### src/rtl/dds_pkg.sv
// rtl/dds_pkg.sv - shared constants and FSM encoding for the frequency-control path
package dds_pkg;

    localparam logic [3:0]  DIGIT_BLANK  = 4'hF;
    localparam logic [15:0] BLANK_FIELD  = 16'hFFFF;
    localparam int          FREQ_CTL_W   = 12;
    localparam int          FREQ_CTL_MAX = 4095;
    localparam int          ACC_W        = 14;

    typedef enum logic [1:0] {
        ST_IDLE = 2'd0,
        ST_CONV = 2'd1,
        ST_DONE = 2'd2
    } state_t;

endpackage

### src/rtl/bcd_digit_mac.sv
// rtl/bcd_digit_mac.sv - combinational acc*10+digit step with digit classification
module bcd_digit_mac
    import dds_pkg::*;
(
    input  logic [ACC_W-1:0] acc,
    input  logic [3:0]       digit,
    output logic [ACC_W-1:0] acc_next,
    output logic             is_num,
    output logic             is_blank
);

    logic [ACC_W-1:0] digit_val;

    // Blank and illegal nibbles contribute zero; the caller decides whether they are errors.
    always_comb begin
        is_blank  = (digit == DIGIT_BLANK);
        is_num    = (digit <= 4'd9);
        digit_val = is_num ? {{(ACC_W-4){1'b0}}, digit} : '0;
        acc_next  = (acc << 3) + (acc << 1) + digit_val;
    end

endmodule

### src/rtl/bcd_freq_ctl.sv
// rtl/bcd_freq_ctl.sv - sequential BCD display word to binary freq_ctl decoder (BCD_FREQ_CTL_CLAMP_EN: saturate overflow to 4095)
module bcd_freq_ctl
    import dds_pkg::*;
#(
    parameter int DIGITS = 4,
    parameter int OUT_W  = FREQ_CTL_W
) (
    input  logic             clk,
    input  logic             rst_n,
    input  logic             in_valid,
    output logic             in_ready,
    input  logic [31:0]      in_data,
    output logic             out_valid,
    input  logic             out_ready,
    output logic [OUT_W-1:0] freq_ctl,
    output logic             err
);

    localparam int IDX_W = $clog2(DIGITS);

    state_t                  state, state_next;
    logic [4*DIGITS-1:0]     word;
    logic [IDX_W-1:0]        idx;
    logic [ACC_W-1:0]        acc;
    logic [ACC_W-1:0]        acc_next;
    logic                    fmt_err;
    logic                    seen_num;
    logic                    is_num;
    logic                    is_blank;
    logic                    fmt_err_next;
    logic                    overflow;
    logic [3:0]              digit;

    assign digit = word[{idx, 2'b00} +: 4];

    bcd_digit_mac u_mac (
        .acc      (acc),
        .digit    (digit),
        .acc_next (acc_next),
        .is_num   (is_num),
        .is_blank (is_blank)
    );

    // A blank is only legal while no numeric digit has been seen yet.
    assign fmt_err_next = fmt_err | (is_blank & seen_num) | (!is_num & !is_blank);
    assign overflow     = (acc_next > ACC_W'(FREQ_CTL_MAX));

    always_ff @(posedge clk or negedge rst_n) begin
        if (!rst_n) begin
            state <= ST_IDLE;
        end else begin
            state <= state_next;
        end
    end

    always_comb begin
        state_next = state;
        in_ready   = 1'b0;
        out_valid  = 1'b0;
        case (state)
            ST_IDLE: begin
                in_ready = 1'b1;
                if (in_valid) state_next = ST_CONV;
            end
            ST_CONV: begin
                if (idx == '0) state_next = ST_DONE;
            end
            ST_DONE: begin
                out_valid = 1'b1;
                if (out_ready) state_next = ST_IDLE;
            end
            default: state_next = ST_IDLE;
        endcase
    end

    always_ff @(posedge clk or negedge rst_n) begin
        if (!rst_n) begin
            word     <= '0;
            idx      <= '0;
            acc      <= '0;
            fmt_err  <= 1'b0;
            seen_num <= 1'b0;
            freq_ctl <= '0;
            err      <= 1'b0;
        end else begin
            case (state)
                ST_IDLE: begin
                    if (in_valid) begin
                        word     <= in_data[4*DIGITS-1:0];
                        idx      <= IDX_W'(DIGITS-1);
                        acc      <= '0;
                        fmt_err  <= (in_data[31:16] != BLANK_FIELD);
                        seen_num <= 1'b0;
                    end
                end
                ST_CONV: begin
                    acc      <= acc_next;
                    idx      <= idx - 1'b1;
                    seen_num <= seen_num | is_num;
                    fmt_err  <= fmt_err_next;
                    if (idx == '0) begin
`ifdef BCD_FREQ_CTL_CLAMP_EN
                        if (fmt_err_next) begin
                            freq_ctl <= '0;
                            err      <= 1'b1;
                        end else if (overflow) begin
                            freq_ctl <= OUT_W'(FREQ_CTL_MAX);
                            err      <= 1'b0;
                        end else begin
                            freq_ctl <= acc_next[OUT_W-1:0];
                            err      <= 1'b0;
                        end
`else
                        if (fmt_err_next || overflow) begin
                            freq_ctl <= '0;
                            err      <= 1'b1;
                        end else begin
                            freq_ctl <= acc_next[OUT_W-1:0];
                            err      <= 1'b0;
                        end
`endif
                    end
                end
                default: ;
            endcase
        end
    end

endmodule

### config.mk
export PLATFORM = sky130hd
export DESIGN_NAME = bcd_freq_ctl
export DESIGN_NICKNAME = d
export VERILOG_FILES = /design/src/rtl/dds_pkg.sv /design/src/rtl/bcd_digit_mac.sv /design/src/rtl/bcd_freq_ctl.sv
export SDC_FILE = /design/constraint.sdc
export NUM_CORES = 1
export LEC_CHECK = 0
export ABC_AREA = 1
export CAP_MARGIN = 0
export CORE_MARGIN = 4
export CORE_UTILIZATION = 45
export CTS_CLUSTER_DIAMETER = 50
export DETAILED_ROUTE_END_ITERATION = 6
export GPL_ROUTABILITY_DRIVEN = 1
export GPL_TIMING_DRIVEN = 0
export PLACE_DENSITY = 0.7
export SLEW_MARGIN = 20
export SYNTH_ARGS = -nofsm -noshare
export SYNTH_HDL_FRONTEND = slang
export SYNTH_HIERARCHICAL = 1
export SYNTH_SLANG_ARGS = --single-unit
### constraint.sdc
create_clock -name clk -period 3.74 [get_ports clk]
set_input_delay 0.748 -clock clk [delete_from_list [all_inputs] [get_ports clk]]
set_output_delay 0.748 -clock clk [all_outputs]
set_load 0.01 [all_outputs]
==> results of run 1 <==
==> power groups by stage <==
stage	Sequential [uW]	Combinational, uW	Clock, uW
after floorplan	895	1390	0
final	907	1950	395
after global placement	915	1900	0
after CTS	905	1960	401
after global routing	935	2250	422
after detailed placement	912	1950	0
==> final timing paths <==
path,from,endpoint,slack [ns],cells after the start
max,idx[0],freq_ctl[5],0.29,18
min,rst_n,freq_ctl[11],0.36,1
max reg2reg,idx[0],freq_ctl[5],0.29,18
min reg2reg,freq_ctl[9],freq_ctl[9],0.48,2
max in group asynchronous,rst_n,word[3],2.87,2
min in group clk,freq_ctl[9],freq_ctl[9],0.48,2
==> critical path: cells and delay by family (launching register included) <==
| family | cells | cell delay [ns] |
|---|---|---|
| buffers and inverters | 4 | 0.50 |
| adder cells (fa/ha/maj) | 2 | 0.99 |
| flip-flops | 1 | 0.36 |
| AO/OA/AOI/OAI | 3 | 0.64 |
| AND/OR/NAND/NOR | 9 | 0.90 |
==> cell usage in the layout, fill, tap and decap left out, types with 2 or more instances in the layout <==
master	instances
nand2_1	139
clkdlybuf4s50_1	49
dfrtp_1	48
inv_1	37
nor2_1	28
ha_1	23
nand3_1	22
o21ai_0	12
a22o_1	12
a21oi_1	7
clkbuf_8	6
buf_2	5
xor2_1	5
o22ai_1	4
o21ai_2	3
xnor2_1	3
clkbuf_1	2
nand2_2	2
inv_2	2
nor2_4	2
a22oi_1	2
nand3_2	2
nand4_1	2
fa_1	2
==> timing repair <==
item,in CTS,in global routing
resized for setup,0,3
hold endpoints to repair,0,0
endpoints found under the setup margin,0,15
==> area by class of cell <==
type | instances | area (um2)
tap | 77 | 96.34
multi-input combinational | 277 | 1518
timing repair buffer | 51 | 515.5
clock buffer | 6 | 82.58
clock inverter | 2 | 38.79
sequential | 48 | 1201
fill | 601 | 2665
buffer | 8 | 46.29
inverter | 40 | 150.1
==> through the flow <==
step | utilization [%] | worst slack, ns | power [uW] | cells
floorplan | - | 0.6254 | 2285 | 373
global placement | 55.57 | 0.1805 | 2816 | 500
detailed placement | 55.81 | 0.08951 | 2859 | 501
CTS | 57.73 | 0.07047 | 3265 | 509
global route | 57.79 | -0.03916 | 3607 | 509
finish | 57.79 | 0.2930 | 3251 | 509
==> metal layers <==
metal / up-vias / part of all wire, % / track usage [%]
met3: 15 / 4.2 / 3.445
li1: 1315 / - / -
met2: 55 / 48 / 29.10
met1: 1131 / 45 / 22.64
met5: - / 0 / 0
met4: 0 / 2.4 / 6.731
==> flip-flops by register name (all words and copies together) (netlist names) <==
register,cells
seen_num,1
word,16
state,2
idx,2
fmt_err,1
freq_ctl,12
err,1
acc,13
==> key figures, run 1 <==
Route
  • Vias per cell: 4.943
  • DRT Pass-1 Iters: 4
  • WL final: between 6 and 7 mm
  • Via count: roughly 2500
  • DRC errors left: 0
  • ANT nets after route: 0
  • First-iteration detailed-routing DRC count: between 100 and 150
  • Avg WL per Cell: 12.44 um

Clock tree
  • Skew-Pair Late Insertion Delay: roughly 0.3 ns
  • Clk root buf: clkbuf_8
  • CTS tree: yes
  • Post-CTS Setup Bufs: 0
  • CTS clk-pin slew, worst paths: roughly 0.090 ns
  • Max H-tree Level: 2
  • Clock sink total: 48
  • Max clock buf depth: 2
  • CTS Buf Count: 5
  • Hold Buf Count CTS: 0

Global routing
  • Antenna violations before repair: 0
  • First-pass GRT wire length: between 10 and 15 mm
  • Congestion Overflow GR: 0
  • Number of global-route vias before repair: approximately 2400
  • Total track usage: about 18%
  • Largest net degree at the start of global routing: 33

Placement
  • GPL Wtd Cong: a little under 0.9
  • HPWL Detailed: approximately 5 mm
  • DP Area: about 3500 um2
  • Port Buffers: 50

Die
  • I/O pin count: ~50
  • Die width: around 88 um
  • Initial Util: a little under half
  • DIE HEIGHT: between 80 and 90 um
  • Num rows: 29
  • Die Area: ~7800 um2
  • Core Region: roughly 6300 um2

Synthesis
  • Synthesized area: 2912 um2
  • Syn Nets: about 430
  • Mapped Avg Cell Area: between 7 and 8 um2
  • Gate Count Post-Synth: approximately 370
  • Synth warn: 6

Power and ir drop
  • Power per cell area: just under 900 nW/um2
  • Clk pwr share: between 10 and 15%
  • Switching part of the total: 45.74%
  • Sw Pwr: approximately 1500 uW
  • Fraction of power consumed by sequential logic: 27.9%
  • Internal: about 1800 uW
  • Max VDD drop: about 480 uV
  • Logic gate share of total power: between 50 and 60%
  • Leak pwr: roughly 0.0020 uW

Cells and area
  • Post-layout nets: slightly below 500
  • Area Overhead vs Synth: 25.31%
  • N_diodes: 0
  • Final instance area: roughly 3600 um2
  • Layout cell share with drive strength beyond 1: 6.944%

STA
  • Final setup TNS: 0 ns
  • Slew headroom: 72.72%
  • Slew Viols, Final: 0
  • Final Hold Viols: 0
  • Min Hold Slack: between 0.3 and 0.4 ns
  • Final-report setup violation count: 0
  • Fmax: 290.1 MHz
  • Final Critical Period: ~3.4 ns
  • Slew @ Worst Pin: 0.4091 ns
  • Max Clock Skew: around 0.007 ns
  • Period utilization: about 92%

Critical path
  • Worst-path maximum fanout: 10
  • CP arrival: roughly 3.7 ns
  • Worst endpoint required time: 3.99 ns
  • CP endpoint kind: flip-flop
  • WS Path Type: reg -> reg
  • Top cell by count, worst path: nand2_1
  • Worst-path cell chain: clkinv_1 -> o21ai_0 -> o22ai_1 -> o21ai_2 -> nand2_1 -> fa_1 -> inv_1 -> fa_1 -> nand3_1 -> nand3_1 -> nand2_1 -> nand2_1 -> inv_1 -> nand2_1 -> nor2_4 -> buf_6 -> nand3_1 -> nand2_1
  • Slowest stage delay, CP: around 0.50 ns
  • Worst path slowest cell: fa_1
  • Worst setup SP type: flip-flop

Outcome
  • Status: finished clean

Flow run
  • Max-cap violation count: 0

Worst hold path
  • Hold WC Path Type: in -> async
Note: power is estimated with default switching activity, not from simulation.
==> run 2, diff against run 1 <==
- PLACE_DENSITY: 0.7 -> 0.72
- clock period: 3.74 -> 3 ns (I/O delays scaled with it)
==> run 2 against run 1 <==
Net effect: sequential share of layout area shrank 2.8 points; core utilization is 5.5 points higher; the flow now finishes with violations (negative setup slack); sequential power grew 29%.
==> key figures, run 2 (same netlist as run 1, synthesis figures left out) <==
Global routing
  • Antenna violations before repair: 0 (unchanged)
  • Total track usage: 18.25% (+0.72 points)
  • Congestion Overflow GR: 0 (unchanged)
  • First-pass GRT wire length: 11.25 mm (+4.3%)
  • Number of global-route vias before repair: 2495 (+3.3%)
  • Largest net degree at the start of global routing: 33 (unchanged)

Outcome
  • Failing checks: negative setup slack
  • Status: finished with violations

Clock tree
  • Hold Buf Count CTS: 0 (unchanged)
  • Clk root buf: clkbuf_8
  • Max H-tree Level: 2 (unchanged)
  • CTS tree: yes
  • Max clock buf depth: 2 (unchanged)
  • CTS clk-pin slew, worst paths: 0.10 ns (about the same)
  • Skew-Pair Late Insertion Delay: 0.31 ns (about the same)
  • Clock sink total: 48 (unchanged)
  • CTS Buf Count: 5 (unchanged)

Route
  • ANT nets after route: 0 (unchanged)
  • Via count: 2652 (+5.4%)
  • Avg WL per Cell: 13.96 um (+12%)
  • DRT Pass-1 Iters: 4 (unchanged)
  • DRC errors left: 0 (unchanged)
  • Vias per cell: 5.090 (+3.0%)
  • First-iteration detailed-routing DRC count: 122 (+15%)
  • WL final: 7.272 mm (+15%)

Cells and area
  • Fillers: 552 (-8.2%)
  • Final instance area: 3994 um2 (+9.5%)
  • Post-layout nets: 504 (+2.4%)
  • N_diodes: 0 (unchanged)
  • Commonest non-fill, non-tap cell in the layout: nand2_1
  • Most flops, register: word
  • Final core occ: 63.26% (+5.5 points)
  • Max reg flops: 16 (unchanged)
  • Layout cell share with drive strength beyond 1: 20.05% (+13 points)
  • Commonest cells after routing, fill and taps aside: 133 x nand2_1, 49 x clkdlybuf4s50_1, 46 x dfrtp_1
  • Top Registers: word x16, acc x13, freq_ctl x12
  • Area Overhead vs Synth: 37.17%

Die
  • Die Area: 7821 um2 (unchanged)
  • Die width: 88.44 um (unchanged)
  • DIE HEIGHT: 88.44 um (unchanged)
  • I/O pin count: 51 (unchanged)
  • Initial Util: 46.12% (unchanged)
  • Core Region: 6314 um2 (unchanged)
  • Num rows: 29 (unchanged)

STA
  • Slew @ Worst Pin: 0.4894 ns (+0.08027 ns)
  • Slew Viols, Final: 0 (unchanged)
  • Final Critical Period: 3.050 ns (-0.3969 ns)
  • Final-report setup violation count: 6 (+6)
  • Max Clock Skew: 0.01407 ns (+0.006969 ns)
  • Period utilization: 101.7% (+9.5 points)
  • Slew headroom: 67.26% (-5.5 points)
  • Setup slack after layout: -0.05019 ns (-0.3431 ns)
  • Min Hold Slack: 0.2044 ns (-0.1565 ns)
  • Unrepaired setup endpoints after global routing: yes
  • Fmax: 327.8 MHz (+13%)
  • Final Hold Viols: 0 (unchanged)

Placement
  • Port Buffers: 50 (unchanged)
  • GPL Wtd Cong: 0.8660 (-1.5%)
  • DP Worst Slack: -0.4804 ns (-0.5699 ns)
  • HPWL Detailed: 5.249 mm (+3.5%)
  • DP Area: 3523 um2 (unchanged)

Critical path
  • CP arrival: 3.25 ns (-0.44 ns)
  • WS Path Type: reg -> reg
  • Worst-path maximum fanout: 6 (-4)
  • Reg-to-Reg Start: idx[1]
  • Worst endpoint required time: 3.20 ns (-0.79 ns)
  • Crit. Startpoint: idx[1]
  • Reg2reg setup slack: -0.05 ns (-0.34 ns)
  • Worst setup SP type: flip-flop
  • CP endpoint kind: flip-flop

Power and ir drop
  • Leak pwr: 0.002076 uW (+5.6%)
  • Max VDD drop: 679.8 uV (+41%)
  • Power per cell area: 1184 nW/um2 (+33%)
  • Final Power: 4728 uW (+45%)

Flow run
  • Max-cap violation count: 0 (unchanged)

Worst hold path
  • Hold WC Path Type: in -> async
[run 2: worst max-delay path, cell delays in order, from the launching register on]
cell	delay [ns]
dfrtp_2	0.46
inv_2	0.12
o21ai_1	0.10
o22ai_2	0.23
o21ai_2	0.12
buf_4	0.16
nand2_1	0.05
inv_1	0.04
ha_1	0.20
ha_4	0.19
fa_2	0.40
buf_4	0.15
nand2_2	0.07
nand3_4	0.08
nand2_4	0.10
o21ai_2	0.07
xor2_2	0.16
a22o_1	0.23
[run 2: final timing paths]
check | to | depth (start not counted)
worst max-delay path | acc[8] | 17
worst min-delay path | freq_ctl[9] | 1
worst max register to register | acc[8] | 17
worst min register to register | freq_ctl[10] | 2
max in group asynchronous | idx[0] | 2
min in group clk | freq_ctl[10] | 2
[run 2: power by group]
part / internal (uW) / switching [uW]
Clock: 251 / 227
Combinational: 1340 / 1750
Sequential: 937 / 229
[run 2: timing repair]
item / 4_1_cts / 5_1_grt
gates cloned: 1 / 1
gates resized for setup: 25 / 41
buffers inserted: 4 / 6
endpoints found under the setup margin: 21 / 17
pin swaps: 5 / 23
[run 2: routing by layer]
layer / up-vias / GRT usage (%) / share of wire (%)
met3: 11 / 3.631 / 4.6
met1: 1232 / 23.81 / 44
met2: 72 / 31.00 / 50
met4: 0 / 4.945 / 1.5
met5: - / 0 / 0
li1: 1337 / - / -
[run 2: layout make-up]
class                           count  area, um2  area share (%)
Inverter                           40      152.6           3.822
Sequential cell                    48       1204           30.14
Buffer                              8      57.56           1.441
Multi-Input combinational cell    277       1738           43.52
Clock inverter                      3      46.29           1.159
Tap cell                           77      96.34           2.412
Timing Repair Buffer               63      630.6           15.79
Clock buffer                        5      68.82           1.723
[run 2: through the flow]
stage | instances | TNS, ns
floorplan | 373 | 0
global placement | 500 | -6.345
detailed placement | 501 | -6.530
CTS | 514 | 0
global route | 521 | -2.594
finish | 521 | -0.09018
==> run 3, diff against run 2 <==
- CAP_MARGIN: 0 -> 15
- CORE_MARGIN: 4 -> not set
==> run 3 against run 2 <==
Net effect: the flow still finishes with violations (negative setup slack); clock power increased by 2%; routed wire length shrank 1.4%; final area increased by 0.13%; sequential share of layout area about the same; critical endpoint is now freq_ctl[9]; largest cell class unchanged; highest routed layer unchanged.
==> key figures, run 3 (same netlist as run 1, synthesis figures left out) <==
Clock tree
  • Max H-tree Level: 2 (unchanged)
  • Clk root buf: clkbuf_8
  • Max clock buf depth: 2 (unchanged)
  • Hold Buf Count CTS: 0 (unchanged)
  • CTS Buf Count: 5 (unchanged)
  • Skew-Pair Late Insertion Delay: 0.31 ns (about the same)
  • CTS clk-pin slew, worst paths: 0.10 ns (about the same)
  • Clock sink total: 48 (unchanged)
  • CTS tree: yes

STA
  • Final Critical Period: 3.023 ns (-0.02671 ns)
  • Fmax: 330.7 MHz (+0.88%)
  • Slew Viols, Final: 0 (unchanged)
  • Final-report setup violation count: 8 (+2)
  • Period utilization: 100.8% (-0.89 points)
  • Setup slack after layout: -0.02348 ns (+0.02671 ns)
  • Slew @ Worst Pin: 0.4595 ns (-0.02982 ns)
  • Slew headroom: 69.25% (+2.0 points)
  • Final Hold Viols: 0 (unchanged)
  • Unrepaired setup endpoints after global routing: yes
  • Max Clock Skew: 0.01001 ns (-0.004063 ns)

Placement
  • DP Worst Slack: -0.4415 ns (+0.03890 ns)
  • HPWL Detailed: 5.019 mm (-4.4%)
  • GPL Wtd Cong: 0.8688 (+0.32%)
  • Port Buffers: 50 (unchanged)
  • Placed cell count: 499 (-0.40%)

Flow run
  • Max-cap violation count: 0 (unchanged)

Route
  • Avg WL per Cell: 13.69 um (-1.9%)
  • Via count: 2718 (+2.5%)
  • First-iteration detailed-routing DRC count: 113 (-7.4%)
  • DRC errors left: 0 (unchanged)
  • DRT Pass-1 Iters: 4 (unchanged)
  • WL final: 7.173 mm (-1.4%)
  • Vias per cell: 5.187 (+1.9%)
  • ANT nets after route: 0 (unchanged)

Die
  • Initial Util: 47.76% (+1.6 points)
  • DIE HEIGHT: 82.44 um (-6.8%)
  • Core Region: 6096 um2 (-3.4%)
  • I/O pin count: 51 (unchanged)
  • Die width: 82.44 um (-6.8%)
  • Num rows: 28 (-3.4%)
  • Die Area: 6796 um2 (-13%)

Cells and area
  • Top Registers: word x16, acc x13, freq_ctl x12
  • Post-Layout Cell Count: 524 (+0.58%)
  • Area Overhead vs Synth: 37.34%
  • Most flops, register: word
  • Layout cell share with drive strength beyond 1: 20.71% (+0.67 points)
  • Post-layout nets: 509 (+0.99%)
  • Commonest cells after routing, fill and taps aside: 132 x nand2_1, 49 x clkdlybuf4s50_1, 46 x dfrtp_1
  • Commonest non-fill, non-tap cell in the layout: nand2_1
  • N_diodes: 0 (unchanged)
  • Max reg flops: 16 (unchanged)

Critical path
  • Reg-to-Reg Start: idx[1]
  • CP endpoint kind: flip-flop
  • Crit. Startpoint: idx[1]
  • Worst-path maximum fanout: 5 (-1)
  • Worst endpoint required time: 3.26 ns (+0.06 ns)
  • R2R depth: 20 (+3)
  • WS Path Type: reg -> reg
  • Worst setup SP type: flip-flop
  • CP arrival: 3.28 ns (+0.03 ns)

Power and ir drop
  • Power per cell area: 1193 nW/um2 (+0.80%)
  • Final Power: 4772 uW (+0.93%)
  • Leak pwr: 0.002079 uW (+0.13%)
  • Max VDD drop: 698.5 uV (+2.7%)

Outcome
  • Status: finished with violations
  • Failing checks: negative setup slack

Global routing
  • Number of global-route vias before repair: 2544 (+2.0%)
  • First-pass GRT wire length: 11.44 mm (+1.7%)
  • Congestion Overflow GR: 0 (unchanged)
  • Largest net degree at the start of global routing: 33 (unchanged)
  • Total track usage: 22.32% (+4.1 points)
  • Antenna violations before repair: 0 (unchanged)

Worst hold path
  • Hold WC Path Type: in -> async
[run 3: path summary, 6_finish.rpt]
kind | endpoint | slack (ns)
setup / recovery | freq_ctl[9] | -0.02
hold / removal | freq_ctl[3] | 0.20
setup reg to reg | freq_ctl[9] | -0.02
hold reg to reg | freq_ctl[10] | 0.48
max in group asynchronous | idx[0] | 2.28
min in group clk | freq_ctl[10] | 0.48
[run 3: worst max-delay path, stage by stage, from the launching register on]
cell and delay, ns:
dfrtp_2 0.43, buf_4 0.14, o21ai_2 0.05, o22ai_2 0.27, o21ai_2 0.12, buf_4 0.15
nand2_1 0.06, inv_1 0.04, ha_1 0.21, ha_4 0.19, fa_2 0.39, nand3_2 0.12
nand3_2 0.07, nand2_1 0.08, nand2_1 0.06, inv_2 0.07, nand2_4 0.06, nor2_4 0.16
buf_6 0.15, nand3_2 0.06, nand2_1 0.08
[run 3: layout make-up]
| cell class | count | area (um2) |
|---|---|---|
| Clock inverter | 3 | 46.29 |
| Buffer | 8 | 57.56 |
| Sequential cell | 48 | 1204 |
| Timing Repair Buffer | 68 | 654.4 |
| Multi-Input combinational cell | 277 | 1719 |
| Tap cell | 75 | 93.84 |
| Fill cell | 517 | 2097 |
| Inverter | 40 | 155.1 |
| Clock buffer | 5 | 68.82 |
[run 3: per-layer routing]
metal | global-route usage, % | part of all wire, % | wire [um] | vias to the layer above
li1 | - | - | - | 1343
met1 | 27.58 | 42 | 2992 | 1292
met2 | 39.01 | 52 | 3715 | 69
met3 | 4.505 | 4.5 | 323 | 14
met4 | 6.842 | 2.0 | 142 | 0
met5 | 0 | 0 | 0 | -
[run 3: metrics by stage]
stage / TNS, ns / util, % / cell area [um2] / hold WS (ns)
global route: -1.579 / 65.60 / 3999 / 0.2133
detailed placement: -5.952 / 57.76 / 3521 / 0.4620
finish: -0.09336 / 65.60 / 3999 / 0.2038
CTS: -0.07674 / 62.73 / 3824 / 0.2133
global placement: -5.690 / 57.51 / 3506 / 0.4591
floorplan: 0 / - / 2912 / 0.3044
[run 3: timing repair]
item,in CTS,in global routing
gates resized for setup,31,36
endpoints found under the setup margin,19,22
pin swaps,12,23
cloned,2,0
buffers inserted,10,6
[run 3: report_power, final]
part	total (uW)	internal (uW)	switching [uW]
Sequential	1170	937	229
Clock	488	251	237
Combinational	3120	1370	1740
